--- config.mk ---
export PLATFORM = sky130hd
export DESIGN_NAME = qam_frame_scheduler_flat
export DESIGN_NICKNAME = d
export VERILOG_FILES = /design/src/rtl/qam_frame_scheduler_pkg.sv /design/src/rtl/qam_frame_scheduler_if.sv /design/src/rtl/qam_frame_scheduler_bit_rate_div.sv /design/src/rtl/qam_frame_scheduler.sv /design/src/flat_wrapper.sv
export SDC_FILE = /design/constraint.sdc
export NUM_CORES = 1
export LEC_CHECK = 0
export CAP_MARGIN = 20
export CORE_MARGIN = 2
export CORE_UTILIZATION = 24
export DETAILED_ROUTE_END_ITERATION = 16
export PLACE_DENSITY_LB_ADDON = 0.3
export SYNTH_ARGS = -nofsm -noshare
export SYNTH_HDL_FRONTEND = slang
export SYNTH_HIERARCHICAL = 1
export SYNTH_SLANG_ARGS = --single-unit
export TNS_END_PERCENT = 50
--- constraint.sdc ---
create_clock -name clk -period 3.13 [get_ports clk]
set_input_delay 0.626 -clock clk [delete_from_list [all_inputs] [get_ports clk]]
set_output_delay 0.626 -clock clk [all_outputs]
set_load 0.005 [all_outputs]
--- src/rtl/qam_frame_scheduler_pkg.sv ---
// Shared definitions for the QAM frame scheduler: phase encoding and
// counter sizing.
package qam_ctrl_pkg;

   localparam int PHASE_W = 2;

   typedef enum logic [PHASE_W-1:0] {
      PH_IDLE = 2'd0,
      PH_PRE  = 2'd1,
      PH_PAY  = 2'd2,
      PH_GRD  = 2'd3
   } phase_t;

   // Bit counter width: enough to count 0..2*longest_phase-1.
   function automatic int cnt_width(input int pre_len, input int pay_len, input int guard_len);
      int m1;
      int m2;
      m1 = (pay_len > pre_len) ? pay_len : pre_len;
      m2 = (guard_len > m1) ? guard_len : m1;
      return (m2 < 1) ? 1 : $clog2(2 * m2);
   endfunction

endpackage

--- src/rtl/qam_frame_scheduler_if.sv ---
// Control and serial-stream bundle between the modulator top level and
// the frame scheduler.
interface qam_frame_scheduler_if;
   import qam_ctrl_pkg::*;

   logic               start;
   logic               stop;
   logic               cont;
   logic               src_bit;
   logic               src_en;
   logic               bit_out;
   logic               bit_valid;
   logic               sym_en;
   logic [PHASE_W-1:0] phase;
   logic               busy;
   logic               frame_done;

   // Controller / source side.
   modport master (
      output start, stop, cont, src_bit,
      input  src_en, bit_out, bit_valid, sym_en, phase, busy, frame_done
   );

   // Scheduler side.
   modport slave (
      input  start, stop, cont, src_bit,
      output src_en, bit_out, bit_valid, sym_en, phase, busy, frame_done
   );

endinterface

--- src/rtl/qam_frame_scheduler_bit_rate_div.sv ---
// Bit-rate prescaler: counts 0..DIV-1 and flags the last count as the
// per-bit tick. Held at zero while clr is high.
module bit_rate_div #(
   parameter int DIV = 4
) (
   input  logic clk,
   input  logic rst,
   input  logic clr,
   input  logic en,
   output logic tick
);

   localparam int            PW   = (DIV > 2) ? $clog2(DIV) : 1;
   localparam logic [PW-1:0] LAST = PW'(DIV - 1);

   logic [PW-1:0] cnt_r;

   // Prescaler counter with clear and wrap at DIV-1.
   always_ff @(posedge clk or negedge rst) begin
      if (!rst) begin
         cnt_r <= '0;
      end else if (clr) begin
         cnt_r <= '0;
      end else if (en) begin
         if (cnt_r == LAST) begin
            cnt_r <= '0;
         end else begin
            cnt_r <= cnt_r + PW'(1);
         end
      end else begin
         cnt_r <= cnt_r;
      end
   end

   assign tick = en && !clr && (cnt_r == LAST);

endmodule

--- src/rtl/qam_frame_scheduler.sv ---
// Frame-level sequencer for the QAM modulator: frames the serial stream as
// preamble / payload / guard, strobes the bit and symbol stages and pulls
// payload bits from the m-sequence source.
module qam_frame_scheduler
   import qam_ctrl_pkg::*;
#(
   parameter int                   DIV         = 4,
   parameter int                   PRE_LEN     = 4,
   parameter int                   PAY_LEN     = 16,
   parameter int                   GUARD_LEN   = 2,
   parameter logic [2*PRE_LEN-1:0] PRE_PATTERN = 8'b1100_1001
) (
   input logic                  clk,
   input logic                  rst,
   qam_frame_scheduler_if.slave bus
);

   localparam int            CW       = cnt_width(PRE_LEN, PAY_LEN, GUARD_LEN);
   localparam int            PW       = 2 * PRE_LEN;
   localparam logic [CW-1:0] PRE_LAST = CW'(2 * PRE_LEN - 1);
   localparam logic [CW-1:0] PAY_LAST = CW'(2 * PAY_LEN - 1);
   localparam logic [CW-1:0] GRD_LAST = (GUARD_LEN > 0) ? CW'(2 * GUARD_LEN - 1) : '0;

   phase_t        phase_r, phase_n;
   logic [CW-1:0] cnt_r, cnt_n;
   logic [PW-1:0] pre_sr_r, pre_sr_n;
   logic          stop_pend_r, stop_pend_n;
   logic          bit_out_r, bit_out_n;
   logic          bit_valid_r, bit_valid_n;
   logic          src_en_r, src_en_n;
   logic          sym_flag_r, sym_flag_n;
   logic          sym_en_r;
   logic          frame_done_r, frame_done_n;
   logic          busy_r;
   logic          tick_s;
   logic          idle_s;
   logic          stop_req_s;

   assign idle_s     = (phase_r == PH_IDLE);
   // A stop seen this cycle acts just like one latched earlier.
   assign stop_req_s = bus.stop | stop_pend_r;

   bit_rate_div #(.DIV(DIV)) u_div (
      .clk  (clk),
      .rst  (rst),
      .clr  (idle_s),
      .en   (!idle_s),
      .tick (tick_s)
   );

   // Phase sequencing, bit counting and next values of the registered strobes.
   always_comb begin
      phase_n      = phase_r;
      cnt_n        = cnt_r;
      pre_sr_n     = pre_sr_r;
      bit_out_n    = 1'b0;
      bit_valid_n  = 1'b0;
      src_en_n     = 1'b0;
      sym_flag_n   = 1'b0;
      frame_done_n = 1'b0;
      case (phase_r)
         PH_IDLE: begin
            if (bus.start && !bus.stop) begin
               phase_n  = PH_PRE;
               cnt_n    = '0;
               pre_sr_n = PRE_PATTERN;
            end else begin
               phase_n  = PH_IDLE;
               cnt_n    = '0;
            end
         end
         PH_PRE: begin
            if (tick_s) begin
               bit_out_n   = pre_sr_r[PW-1];
               bit_valid_n = 1'b1;
               sym_flag_n  = cnt_r[0];
               pre_sr_n    = {pre_sr_r[PW-2:0], 1'b0};
               if (cnt_r[0] && stop_req_s) begin
                  phase_n = PH_IDLE;
                  cnt_n   = '0;
               end else if (cnt_r == PRE_LAST) begin
                  phase_n = PH_PAY;
                  cnt_n   = '0;
               end else begin
                  cnt_n   = cnt_r + CW'(1);
               end
            end else begin
               cnt_n = cnt_r;
            end
         end
         PH_PAY: begin
            if (tick_s) begin
               bit_out_n   = bus.src_bit;
               bit_valid_n = 1'b1;
               src_en_n    = 1'b1;
               sym_flag_n  = cnt_r[0];
               if (cnt_r[0] && stop_req_s) begin
                  phase_n = PH_IDLE;
                  cnt_n   = '0;
               end else if (cnt_r == PAY_LAST) begin
                  cnt_n = '0;
                  if (GUARD_LEN > 0) begin
                     phase_n = PH_GRD;
                  end else begin
                     // No guard: the frame ends on the last payload bit.
                     frame_done_n = 1'b1;
                     if (bus.cont && !stop_req_s) begin
                        phase_n  = PH_PRE;
                        pre_sr_n = PRE_PATTERN;
                     end else begin
                        phase_n  = PH_IDLE;
                     end
                  end
               end else begin
                  cnt_n = cnt_r + CW'(1);
               end
            end else begin
               cnt_n = cnt_r;
            end
         end
         PH_GRD: begin
            if (tick_s) begin
               if (cnt_r == GRD_LAST) begin
                  cnt_n        = '0;
                  frame_done_n = 1'b1;
                  if (bus.cont && !stop_req_s) begin
                     phase_n  = PH_PRE;
                     pre_sr_n = PRE_PATTERN;
                  end else begin
                     phase_n  = PH_IDLE;
                  end
               end else begin
                  cnt_n = cnt_r + CW'(1);
               end
            end else begin
               cnt_n = cnt_r;
            end
         end
         default: begin
            phase_n = PH_IDLE;
            cnt_n   = '0;
         end
      endcase
      // Stop stays latched until the scheduler lands in IDLE.
      if (phase_n == PH_IDLE) begin
         stop_pend_n = 1'b0;
      end else if (bus.stop) begin
         stop_pend_n = 1'b1;
      end else begin
         stop_pend_n = stop_pend_r;
      end
   end

   // Phase state register.
   always_ff @(posedge clk or negedge rst) begin
      if (!rst) begin
         phase_r <= PH_IDLE;
      end else begin
         phase_r <= phase_n;
      end
   end

   // Counters, stop latch and registered output strobes.
   always_ff @(posedge clk or negedge rst) begin
      if (!rst) begin
         cnt_r        <= '0;
         pre_sr_r     <= '0;
         stop_pend_r  <= 1'b0;
         bit_out_r    <= 1'b0;
         bit_valid_r  <= 1'b0;
         src_en_r     <= 1'b0;
         sym_flag_r   <= 1'b0;
         sym_en_r     <= 1'b0;
         frame_done_r <= 1'b0;
         busy_r       <= 1'b0;
      end else begin
         cnt_r        <= cnt_n;
         pre_sr_r     <= pre_sr_n;
         stop_pend_r  <= stop_pend_n;
         bit_out_r    <= bit_out_n;
         bit_valid_r  <= bit_valid_n;
         src_en_r     <= src_en_n;
         sym_flag_r   <= sym_flag_n;
         // Symbol strobe trails the Q-bit valid by one cycle.
         sym_en_r     <= sym_flag_r;
         frame_done_r <= frame_done_n;
         busy_r       <= (phase_n != PH_IDLE);
      end
   end

   assign bus.phase      = phase_r;
   assign bus.busy       = busy_r;
   assign bus.bit_out    = bit_out_r;
   assign bus.bit_valid  = bit_valid_r;
   assign bus.src_en     = src_en_r;
   assign bus.sym_en     = sym_en_r;
   assign bus.frame_done = frame_done_r;

endmodule

--- src/flat_wrapper.sv ---
// flat-port wrapper written by rule: the top's interface ports become plain ports
module qam_frame_scheduler_flat import qam_ctrl_pkg::*;
#(
   parameter int                   DIV         = 4,
   parameter int                   PRE_LEN     = 4,
   parameter int                   PAY_LEN     = 16,
   parameter int                   GUARD_LEN   = 2,
   parameter logic [2*PRE_LEN-1:0] PRE_PATTERN = 8'b1100_1001
)
  (clk, rst, bus_start, bus_stop, bus_cont, bus_src_bit, bus_src_en, bus_bit_out, bus_bit_valid, bus_sym_en, bus_phase, bus_busy, bus_frame_done);
  qam_frame_scheduler_if bus_i ();
  input logic clk;
  input logic rst;
  input wire logic [$bits(bus_i.start)-1:0] bus_start;
  input wire logic [$bits(bus_i.stop)-1:0] bus_stop;
  input wire logic [$bits(bus_i.cont)-1:0] bus_cont;
  input wire logic [$bits(bus_i.src_bit)-1:0] bus_src_bit;
  output wire logic [$bits(bus_i.src_en)-1:0] bus_src_en;
  output wire logic [$bits(bus_i.bit_out)-1:0] bus_bit_out;
  output wire logic [$bits(bus_i.bit_valid)-1:0] bus_bit_valid;
  output wire logic [$bits(bus_i.sym_en)-1:0] bus_sym_en;
  output wire logic [$bits(bus_i.phase)-1:0] bus_phase;
  output wire logic [$bits(bus_i.busy)-1:0] bus_busy;
  output wire logic [$bits(bus_i.frame_done)-1:0] bus_frame_done;
  assign bus_i.start = bus_start;
  assign bus_i.stop = bus_stop;
  assign bus_i.cont = bus_cont;
  assign bus_i.src_bit = bus_src_bit;
  assign bus_src_en = bus_i.src_en;
  assign bus_bit_out = bus_i.bit_out;
  assign bus_bit_valid = bus_i.bit_valid;
  assign bus_sym_en = bus_i.sym_en;
  assign bus_phase = bus_i.phase;
  assign bus_busy = bus_i.busy;
  assign bus_frame_done = bus_i.frame_done;
  qam_frame_scheduler #(.DIV(DIV), .PRE_LEN(PRE_LEN), .PAY_LEN(PAY_LEN), .GUARD_LEN(GUARD_LEN), .PRE_PATTERN(PRE_PATTERN)) u_core (.clk(clk), .rst(rst), .bus(bus_i));
endmodule
**Word level (Yosys, flattened, before mapping)**

Cells that the tools add are included.

- Flip-flop bits (word level): 25
- Output and inout port bits: 8
- Input port bits: 6

- Reduce and logical (&&, ||, !) cells: 14
- Mux-type cells: 41
- Bitwise operators: 2
- Equal/unequal tests: 13
- Add/sub/neg operators: 2

Operator list:

| cell | number |
|---|---|
| 5-bit two-way mux | 8 |
| 8-bit two-way mux | 5 |
| 8-bit case mux with 3 select lines | 1 |
| 2-bit two-way mux | 10 |
| 5-bit case mux with 4 select lines | 1 |
| 1-bit two-way mux | 14 |
| 2-bit by 1-bit != test with 1-bit output (second input constant) | 5 |
| 2-bit case mux with 4 select lines | 1 |
| 2-bit == test (second input constant) | 3 |
| 6-bit AND reduction | 1 |
| 5-bit by 1-bit adder with 5-bit output (second input constant) | 1 |
| 5-bit by 2-bit == test with 1-bit output (second input constant) | 1 |
| 5-bit by 3-bit == test with 1-bit output (second input constant) | 1 |
| 5-bit == test (second input constant) | 1 |
| 1-bit logical AND | 4 |
| 2-bit zero test | 2 |
| 2-bit nonzero test | 2 |
| 1-bit zero test | 3 |
| 3-bit AND reduction | 1 |
| 2-bit by 1-bit adder with 2-bit output (second input constant) | 1 |
| 2-bit by 1-bit == test with 1-bit output (second input constant) | 1 |
| 2-bit != test (second input constant) | 1 |
| 1-bit case mux with 2 select lines | 1 |
| 2-bit OR reduction | 1 |
| other kinds (2) | 2 |

**Longest topological paths before layout**

Gate-level depths: netlist (run 1).

- Word-level depth: 9
- Mapped depth: 12

**By module**

The synthesis (run 1) kept the hierarchy.

By module, submodules not included:

| module | instances | area an instance (um^2) | cells each | sequential area each (um^2) |
|---|---|---|---|---|
| qam_frame_scheduler | 1 | 1,202.4 | 124 | 575.6 |
| bit_rate_div | 1 | 107.6 | 10 | 50.0 |

**Worst setup path after synthesis (run 1)**

Ideal clock, no wire load.

- Kind: flip-flop to flip-flop
- Start point: reg u_core.phase_r[0] (netlist: u_core/bus.phase[0])
- End point: reg u_core.pre_sr_r[0]
- Library setup time: 0.128 ns
- Stages on the path, launching flop included: 13
- Slack: 0.794 ns
- Period minus slack after synthesis: 2.336 ns
- Arrival time: 2.208 ns
- Path through: dfrtp_1 -> inv_1 -> ha_1 -> inv_2 -> nand2_1 -> nor2_1 -> clkbuf_1 -> o22ai_1 -> or4b_1 -> buf_2 -> buf_6 -> nand2_1 -> o21ai_2

- Longest elaborated chain between the ends: 5
- Elaborated cells on any way between the ends: 14
- Those cells by class: eq/ne (8); mux (1); bitwise (1); reduce/logical (4)

Ends and longest elaborated chain:

| what | RTL line | source |
|---|---|---|
| start, declared | qam_frame_scheduler.sv:24 | `phase_t phase_r, phase_n;` |
| start signal, assigned | qam_frame_scheduler.sv:159 | `phase_r <= phase_n;` |
| 2-bit zero test * | qam_frame_scheduler.sv:39 | `assign idle_s = (phase_r == PH_IDLE);` |
| via u_core.idle_s | qam_frame_scheduler.sv:36 | `logic idle_s;` |
| 1-bit zero test * | qam_frame_scheduler_bit_rate_div.sv:35, qam_frame_scheduler.sv:47 |  |
| 1-bit logical AND * | qam_frame_scheduler_bit_rate_div.sv:35 | `assign tick = en && !clr && (cnt_r == LAST);` |
| via u_core.tick_s | qam_frame_scheduler.sv:35 | `logic tick_s;` |
| 2-bit by 1-bit != test with 1-bit output (no source line) | -- |  |
| 6-bit AND reduction (no source line) * | -- |  |
| end signal, assigned | qam_frame_scheduler.sv:178 | `pre_sr_r <= pre_sr_n;` |
| end, declared | qam_frame_scheduler.sv:26 | `logic [PW-1:0] pre_sr_r, pre_sr_n;` |

The timed path passes the listed nets; every way through them passes the cells marked *.
A chain may end at the register's enable or synchronous reset.

**Worst setup path after layout (run 1)**

- Start point: reg u_core.phase_r[0] (netlist: u_core/bus.phase[0])
- End point: reg u_core.pre_sr_r[3]

The elaborated chain is that of the path after synthesis.

==> results.sh, run 1 <==
export IMPL_grt_remaining_overflow=0
export IMPL_min_period_over_period=0.824
export IMPL_number_of_nets_in_the_synthesized_netlist=147
export IMPL_postLayoutCellArea_um2=1560
export IMPL_run_status="finished, final reports clean"
export IMPL_cp_end_kind="flop"
export IMPL_synthAdderAreaFrac=0.0669
export IMPL_total_leakage_power_nw=0.684
export IMPL_setup_repair_after_global_routing_missed_its_margin="false"
export IMPL_power_per_cell_area_nw_per_um2=665
export IMPL_count_of_buffers_added_by_post_cts_timing_repair_for_setup=0
export IMPL_drcViolationCount=0
export IMPL_grt_start_max_net_pins=26
export IMPL_crit_path_top_delay_cell="sky130_fd_sc_hd__or4b_1"
export IMPL_postLayoutCoreUtil=0.302
export IMPL_finClkSkew_ns=0.00551
export IMPL_vias_per_cell=4.69
export IMPL_design_final_nets=162
export IMPL_syn_avg_cell_area_um2=9.78
export IMPL_drv_slew=0
export IMPL_gp_congestion=0.881
export IMPL_clock_tree_buffer_depth=2
export IMPL_layout_cells_most_common="sky130_fd_sc_hd__dfrtp_1"
export IMPL_synthXorXnorAreaFrac=0
export IMPL_setup_worst_path_start_class="flop"
export IMPL_fin_tns_setup_ns=0
export IMPL_floorplan_die_height_um=77.9
export IMPL_detail_route_wl_per_cell_um=12.4
export IMPL_drt_initial_drc_count=45
export IMPL_timing_critical_path_fanout_max=16
export IMPL_hold_viol=0
export IMPL_synth_area_um2=1310
export IMPL_internal_power_mw=0.647
export IMPL_num_antenna_cells=0
export IMPL_ys_ff_latch=25
export IMPL_fp_row_count=26
export IMPL_finalNonFillerCells=218
export IMPL_p_sw_frac=0.377
export IMPL_sequentialPowerShare=0.446
export IMPL_design_power_total_mw=1.04
export IMPL_worst_endpoint_required_ns=3.28
export IMPL_ctsHoldBuffers=0
export IMPL_vias=1023
export IMPL_cell_chain_of_the_critical_path="inv_1 > ha_1 > inv_2 > nand2_1 > nor2_1 > buf_4 > o22ai_1 > or4b_1 > nand2_1 > o21ai_2"
export IMPL_worst_path_largest_cell_delay_ns=0.73
export IMPL_total_grt_usage=0.0953
export IMPL_num_io_pins=14
export IMPL_grt_pass1_wl_um=4660
export IMPL_min_path_type="flop to flop"
export IMPL_drtAntennaViolNets=0
export IMPL_synth_top_family_by_area="simple AND/OR/NAND/NOR gates"
export IMPL_synth_warnings=6
export IMPL_clock_power_share=0.184
export IMPL_timing_max_slew_rel_slack=0.620
export IMPL_top_cell_by_count_worst_path="sky130_fd_sc_hd__nand2_1"
export IMPL_synth_area_mux_share=0.0153
export IMPL_finalSetupViolations=0
export IMPL_drv_cap=0
export IMPL_highest_count_cells_in_the_layout_ignoring_fill_and_taps="25 x sky130_fd_sc_hd__dfrtp_1, 19 x sky130_fd_sc_hd__nand2_1, 13 x sky130_fd_sc_hd__clkdlybuf4s50_1"
export IMPL_dieArea_um2=6070
export IMPL_synth_simple_gate_area_frac=0.222
export IMPL_vdd_ir_drop_worst_uv=167
export IMPL_synth_cell_type_count=41
export IMPL_place_detailed_hpwl_um=1990
export IMPL_buffer_ports_inserted=13
export IMPL_timing_critical_path_arrival_ns=2.73
export IMPL_drt_total_wl_um=2710
export IMPL_clkLatencyLatePin_ns=0.27
export IMPL_number_of_global_route_vias_before_repair=1098
export IMPL_synth_compound_area_share=0.178
export IMPL_tritoncts="done"
export IMPL_placedInstanceArea_um2=1520
export IMPL_htreeDepth=1
export IMPL_place_detailed_instances=214
export IMPL_clock_fmax_mhz=388
export IMPL_fp_coreArea_um2=5170
export IMPL_cts_root_buffer="sky130_fd_sc_hd__clkbuf_8"
export IMPL_clock_sinks=25
export IMPL_pwr_share_comb=0.369
export IMPL_timing_worst_setup_path_type="flop to flop"
export IMPL_cts_resized=0
export IMPL_fin_crit_ns=2.58
export IMPL_tritoncts_num_buffers=3
export IMPL_number_of_antenna_violations_at_the_first_check_in_global_routing=0
export IMPL_tightest_pin_transition_ns=0.568
export IMPL_floorplan_initialDensity=0.253
export IMPL_clk_pin_slew_ns=0.09
export IMPL_detail_route_first_pass_iterations=4
export IMPL_die_width_um=77.9
export IMPL_power_dissipated_by_switching_net_loads_mw=0.391
export IMPL_ys_seq_area_frac=0.478
export IMPL_synthesis_instances=134
export IMPL_area_delta_synth_final_pct=19.2
export IMPL_final_layout_size_suffix_gt1_frac=0.0743
critical path, delay by kind of cell (launching register included):
family                     cells  cell delay, ns
AOI/OAI and AO/OA              2            0.13
buffers and inverters          3            0.46
and+or+nand+nor                4            1.07
adders and majority gates      1            0.34
DFF                            1            0.46
registers in the layout (all words and copies together) (netlist names):
name                   flops
u_core/bus.bit_out         1
u_core/bus.bit_valid       1
u_core/bus.busy            1
u_core/bus.frame_done      1
u_core/bus.phase           2
u_core/bus.src_en          1
u_core/bus.sym_en          1
u_core/cnt_r               5
u_core/pre_sr_r            8
u_core/stop_pend_r         1
u_core/sym_flag_r          1
u_core/u_div/cnt_r         2
path summary, 6_finish.rpt:
kind,from,endpoint,slack (ns),cells past startpoint
setup / recovery,u_core/bus.phase[0],u_core/pre_sr_r[3],0.55,10
hold / removal,u_core/sym_flag_r,u_core/bus.sym_en,0.35,0
setup reg to reg,u_core/bus.phase[0],u_core/pre_sr_r[3],0.55,10
hold reg to reg,u_core/sym_flag_r,u_core/bus.sym_en,0.35,0
max in group asynchronous,rst,u_core/cnt_r[1],2.16,2
min in group asynchronous,rst,u_core/bus.bit_valid,0.72,2
per-stage QoR:
| step | hold slack, ns | setup WS (ns) |
|---|---|---|
| after floorplan | 0.330 | 0.794 |
| after global placement | 0.339 | 0.598 |
| after detailed placement | 0.337 | 0.529 |
| after CTS | 0.360 | 0.534 |
| after global routing | 0.381 | 0.320 |
| final | 0.355 | 0.552 |
Yosys cell counts (all sizes together):
cell	instances	area [um2]
or3b	1	8.76
nand2	19	71.3
nor4b	1	23.8
and4	1	8.76
mux2i	2	20.0
nand4bb	1	11.3
a2111oi	1	8.76
or3	1	6.26
clkbuf	3	11.3
ha	7	87.6
nand3	2	10.0
or2	1	6.26
dfrtp	25	626
a211oi	1	7.51
inv	7	26.3
and2	2	12.5
nor3	2	10.0
a21o	2	15.0
and3	2	12.5
nor3b	2	15.0
nand2b	1	6.26
a22o	1	8.76
buf	2	16.3
or4b	1	10.0
o21ai	15	82.6
nor2	6	22.5
a31oi	3	18.8
nor4bb	1	10.0
a21oi	8	43.8
nor2b	6	37.5
or2b	1	7.51
o41ai	1	8.76
o2bb2ai	1	8.76
o21a	2	15.0
o22a	1	8.76
o22ai	1	6.26
power by group through the flow:
stage / Sequential [mW] / Combinational, mW / Clock, mW
finish: 0.463 / 0.384 / 0.192
global route: 0.476 / 0.432 / 0.219
CTS: 0.465 / 0.388 / 0.205
detailed placement: 0.471 / 0.386 / 0
global placement: 0.469 / 0.371 / 0
floorplan: 0.455 / 0.300 / 0
routing by layer:
layer / up-vias / track usage / routed length [um]
li1: 497 / - / -
met1: 502 / 0.107 / 1230
met2: 20 / 0.167 / 1360
met3: 4 / 0.0209 / 96
met4: 0 / 0.0500 / 25
met5: - / 0 / 0
kinds of logic after synthesis:
family | count (synthesis)
buf+inv | 12
flops | 25
simple gates | 51
fa+ha+maj | 7
mux | 2
compound gates | 37
cell type report:
| type | instances | area (um2) |
|---|---|---|
| Fill cell | 534 | 3610 |
| Multi-Input combinational cell | 97 | 631 |
| Sequential cell | 25 | 626 |
| Timing Repair Buffer | 15 | 145 |
| Tap cell | 70 | 87.6 |
| Clock buffer | 3 | 41.3 |
| Inverter | 7 | 26.3 |
| Clock inverter | 1 | 5.00 |
Power figures use the tool's default switching activity.
==> run 2: changes to the inputs <==
==> constraint.sdc (replaced) <==
create_clock -name clk -period 2.41 [get_ports clk]
set_input_delay 0.482 -clock clk [delete_from_list [all_inputs] [get_ports clk]]
set_output_delay 0.482 -clock clk [all_outputs]
set_load 0.005 [all_outputs]
==> run 2 against run 1 <==
  * Worst setup slack got worse by 0.29 ns
  * Count of clock-buffer cells in the layout up 1
  * Via count shrank 0.88%
  * Critical endpoint is now u_core/stop_pend_r
==> results.sh, run 2 (synthesized netlist as in run 1, its figures left out) <==
export IMPL_buffer_ports_inserted=13
export IMPL_clock_fmax_mhz=466
export IMPL_vias_per_cell=4.47
export IMPL_max_flop_register="u_core/pre_sr_r"
export IMPL_drt_initial_drc_count=47
export IMPL_gp_congestion=0.808
export IMPL_layout_cells_most_common="sky130_fd_sc_hd__dfrtp_1"
export IMPL_drcViolationCount=0
export IMPL_cts_root_buffer="sky130_fd_sc_hd__clkbuf_8"
export IMPL_design_power_total_mw=1.44
export IMPL_floorplan_initialDensity=0.253
export IMPL_crit_path_top_delay_cell="sky130_fd_sc_hd__dfrtp_1"
export IMPL_cts_resized=0
export IMPL_detail_route_first_pass_iterations=4
export IMPL_drt_total_wl_um=2650
export IMPL_fin_tns_setup_ns=0
export IMPL_fin_crit_ns=2.15
export IMPL_ctsHoldBuffers=0
export IMPL_grt_pass1_wl_um=4680
export IMPL_num_io_pins=14
export IMPL_drv_slew=0
export IMPL_cp_end_kind="flop"
export IMPL_vias=1014
export IMPL_reg2reg_setup_slack_ns=0.26
export IMPL_tritoncts="done"
export IMPL_grt_remaining_overflow=0
export IMPL_tightest_pin_transition_ns=0.412
export IMPL_setup_worst_path_start_class="flop"
export IMPL_cell_chain_of_the_critical_path="inv_1 > ha_1 > inv_2 > nand2_1 > nor2_1 > buf_4 > and2_1 > o2bb2ai_1 > o21ai_0 > a31oi_1 > o22a_1"
export IMPL_count_of_buffers_added_by_post_cts_timing_repair_for_setup=0
export IMPL_power_per_cell_area_nw_per_um2=885
export IMPL_largest_register_ffs=8
export IMPL_hold_viol=0
export IMPL_number_of_global_route_vias_before_repair=1074
export IMPL_topRoutingLayerUsed="met4"
export IMPL_fp_coreArea_um2=5170
export IMPL_fp_row_count=26
export IMPL_post_route_worst_setup_slack_ns=0.263
export IMPL_dieArea_um2=6070
export IMPL_finClkSkew_ns=0.00154
export IMPL_run_status="finished, final reports clean"
export IMPL_vdd_ir_drop_worst_uv=210
export IMPL_drv_cap=0
export IMPL_timing_worst_setup_path_type="flop to flop"
export IMPL_setup_repair_after_global_routing_missed_its_margin="false"
export IMPL_route_met2_wl_um=1320
export IMPL_grt_start_max_net_pins=26
export IMPL_finalNonFillerCells=227
export IMPL_timing_max_slew_rel_slack=0.722
export IMPL_routed_wl_met3_um=69
export IMPL_biggestRegsByFlops="u_core/pre_sr_r: 8 flops, u_core/cnt_r: 5 flops"
export IMPL_timing_critical_path_fanout_max=9
export IMPL_worst_endpoint_required_ns=2.62
export IMPL_finalSetupViolations=0
export IMPL_min_path_type="flop to flop"
export IMPL_total_grt_usage=0.0974
export IMPL_die_width_um=77.9
export IMPL_floorplan_die_height_um=77.9
export IMPL_final_layout_size_suffix_gt1_frac=0.121
export IMPL_routedLengthMet1_um=1210
export IMPL_placedInstanceArea_um2=1580
export IMPL_worst_path_largest_cell_delay_ns=0.43
export IMPL_timing_critical_path_arrival_ns=2.36
export IMPL_num_antenna_cells=0
export IMPL_design_final_nets=171
export IMPL_detailedPlace_worstSlack_ns=0.193
export IMPL_tritoncts_num_buffers=3
export IMPL_detail_route_wl_per_cell_um=11.7
export IMPL_critical_path_n_buffers_inverters=3
export IMPL_postLayoutCoreUtil=0.315
export IMPL_area_delta_synth_final_pct=24.3
export IMPL_clk_pin_slew_ns=0.08
export IMPL_drtAntennaViolNets=0
export IMPL_clock_tree_buffer_depth=2
export IMPL_number_of_antenna_violations_at_the_first_check_in_global_routing=0
export IMPL_worst_hold_slack_ns=0.361
export IMPL_critical_path_top_delay_family="compound AO/OA/AOI/OAI gates"
export IMPL_total_leakage_power_nw=0.726
export IMPL_min_period_over_period=0.891
export IMPL_clkLatencyLatePin_ns=0.26
export IMPL_place_detailed_hpwl_um=2050
export IMPL_highest_count_cells_in_the_layout_ignoring_fill_and_taps="25 x sky130_fd_sc_hd__dfrtp_1, 19 x sky130_fd_sc_hd__nand2_1, 13 x sky130_fd_sc_hd__clkdlybuf4s50_1"
export IMPL_place_detailed_instances=223
export IMPL_postLayoutCellArea_um2=1630
export IMPL_htreeDepth=1
export IMPL_clock_sinks=25
-- run 2: cell count changes in the layout (fill, tap and decap cells not counted) --
cell / before / now
sky130_fd_sc_hd__buf_4: 2 / 11
sky130_fd_sc_hd__clkbuf_1: 0 / 1
sky130_fd_sc_hd__clkinv_2: 1 / 0
-- run 2: worst reg2reg max path, cell delays in order (launching register included) --
cell                        delay (ns)
sky130_fd_sc_hd__dfrtp_1          0.43
sky130_fd_sc_hd__inv_1            0.08
sky130_fd_sc_hd__ha_1             0.27
sky130_fd_sc_hd__inv_2            0.08
sky130_fd_sc_hd__nand2_1          0.05
sky130_fd_sc_hd__nor2_1           0.12
sky130_fd_sc_hd__buf_4            0.17
sky130_fd_sc_hd__and2_1           0.16
sky130_fd_sc_hd__o2bb2ai_1        0.11
sky130_fd_sc_hd__o21ai_0          0.13
sky130_fd_sc_hd__a31oi_1          0.30
sky130_fd_sc_hd__o22a_1           0.17
-- run 2: where the power goes --
| part | internal, mW | total, mW | switching [mW] |
|---|---|---|---|
| Combinational | 0.280 | 0.616 | 0.336 |
| Clock | 0.118 | 0.241 | 0.123 |
| Sequential | 0.524 | 0.583 | 0.0588 |
-- run 2: path summary, 6_finish.rpt --
kind,start,endpoint,depth (start not counted)
setup reg to reg,u_core/bus.phase[1],u_core/stop_pend_r,11
setup / recovery,u_core/bus.phase[1],u_core/stop_pend_r,11
max in group asynchronous,rst,u_core/cnt_r[4],2
hold / removal,u_core/sym_flag_r,u_core/bus.sym_en,0
min in group asynchronous,rst,u_core/bus.bit_out,2
hold reg to reg,u_core/sym_flag_r,u_core/bus.sym_en,0
-- run 2: final cells by class --
type                    count  area, um2
clock buffers               4       45.0
well taps                  70       87.6
inverters                   7       26.3
repair buffers             24        213
flip-flops and latches     25        626
fillers                   522       3540
multi-input cells          97        631
-- run 2: metal layers --
metal  vias up  track usage
met5         -            0
met3         6       0.0244
met4         0       0.0571
met2        10        0.162
li1        517            -
met1       481        0.113
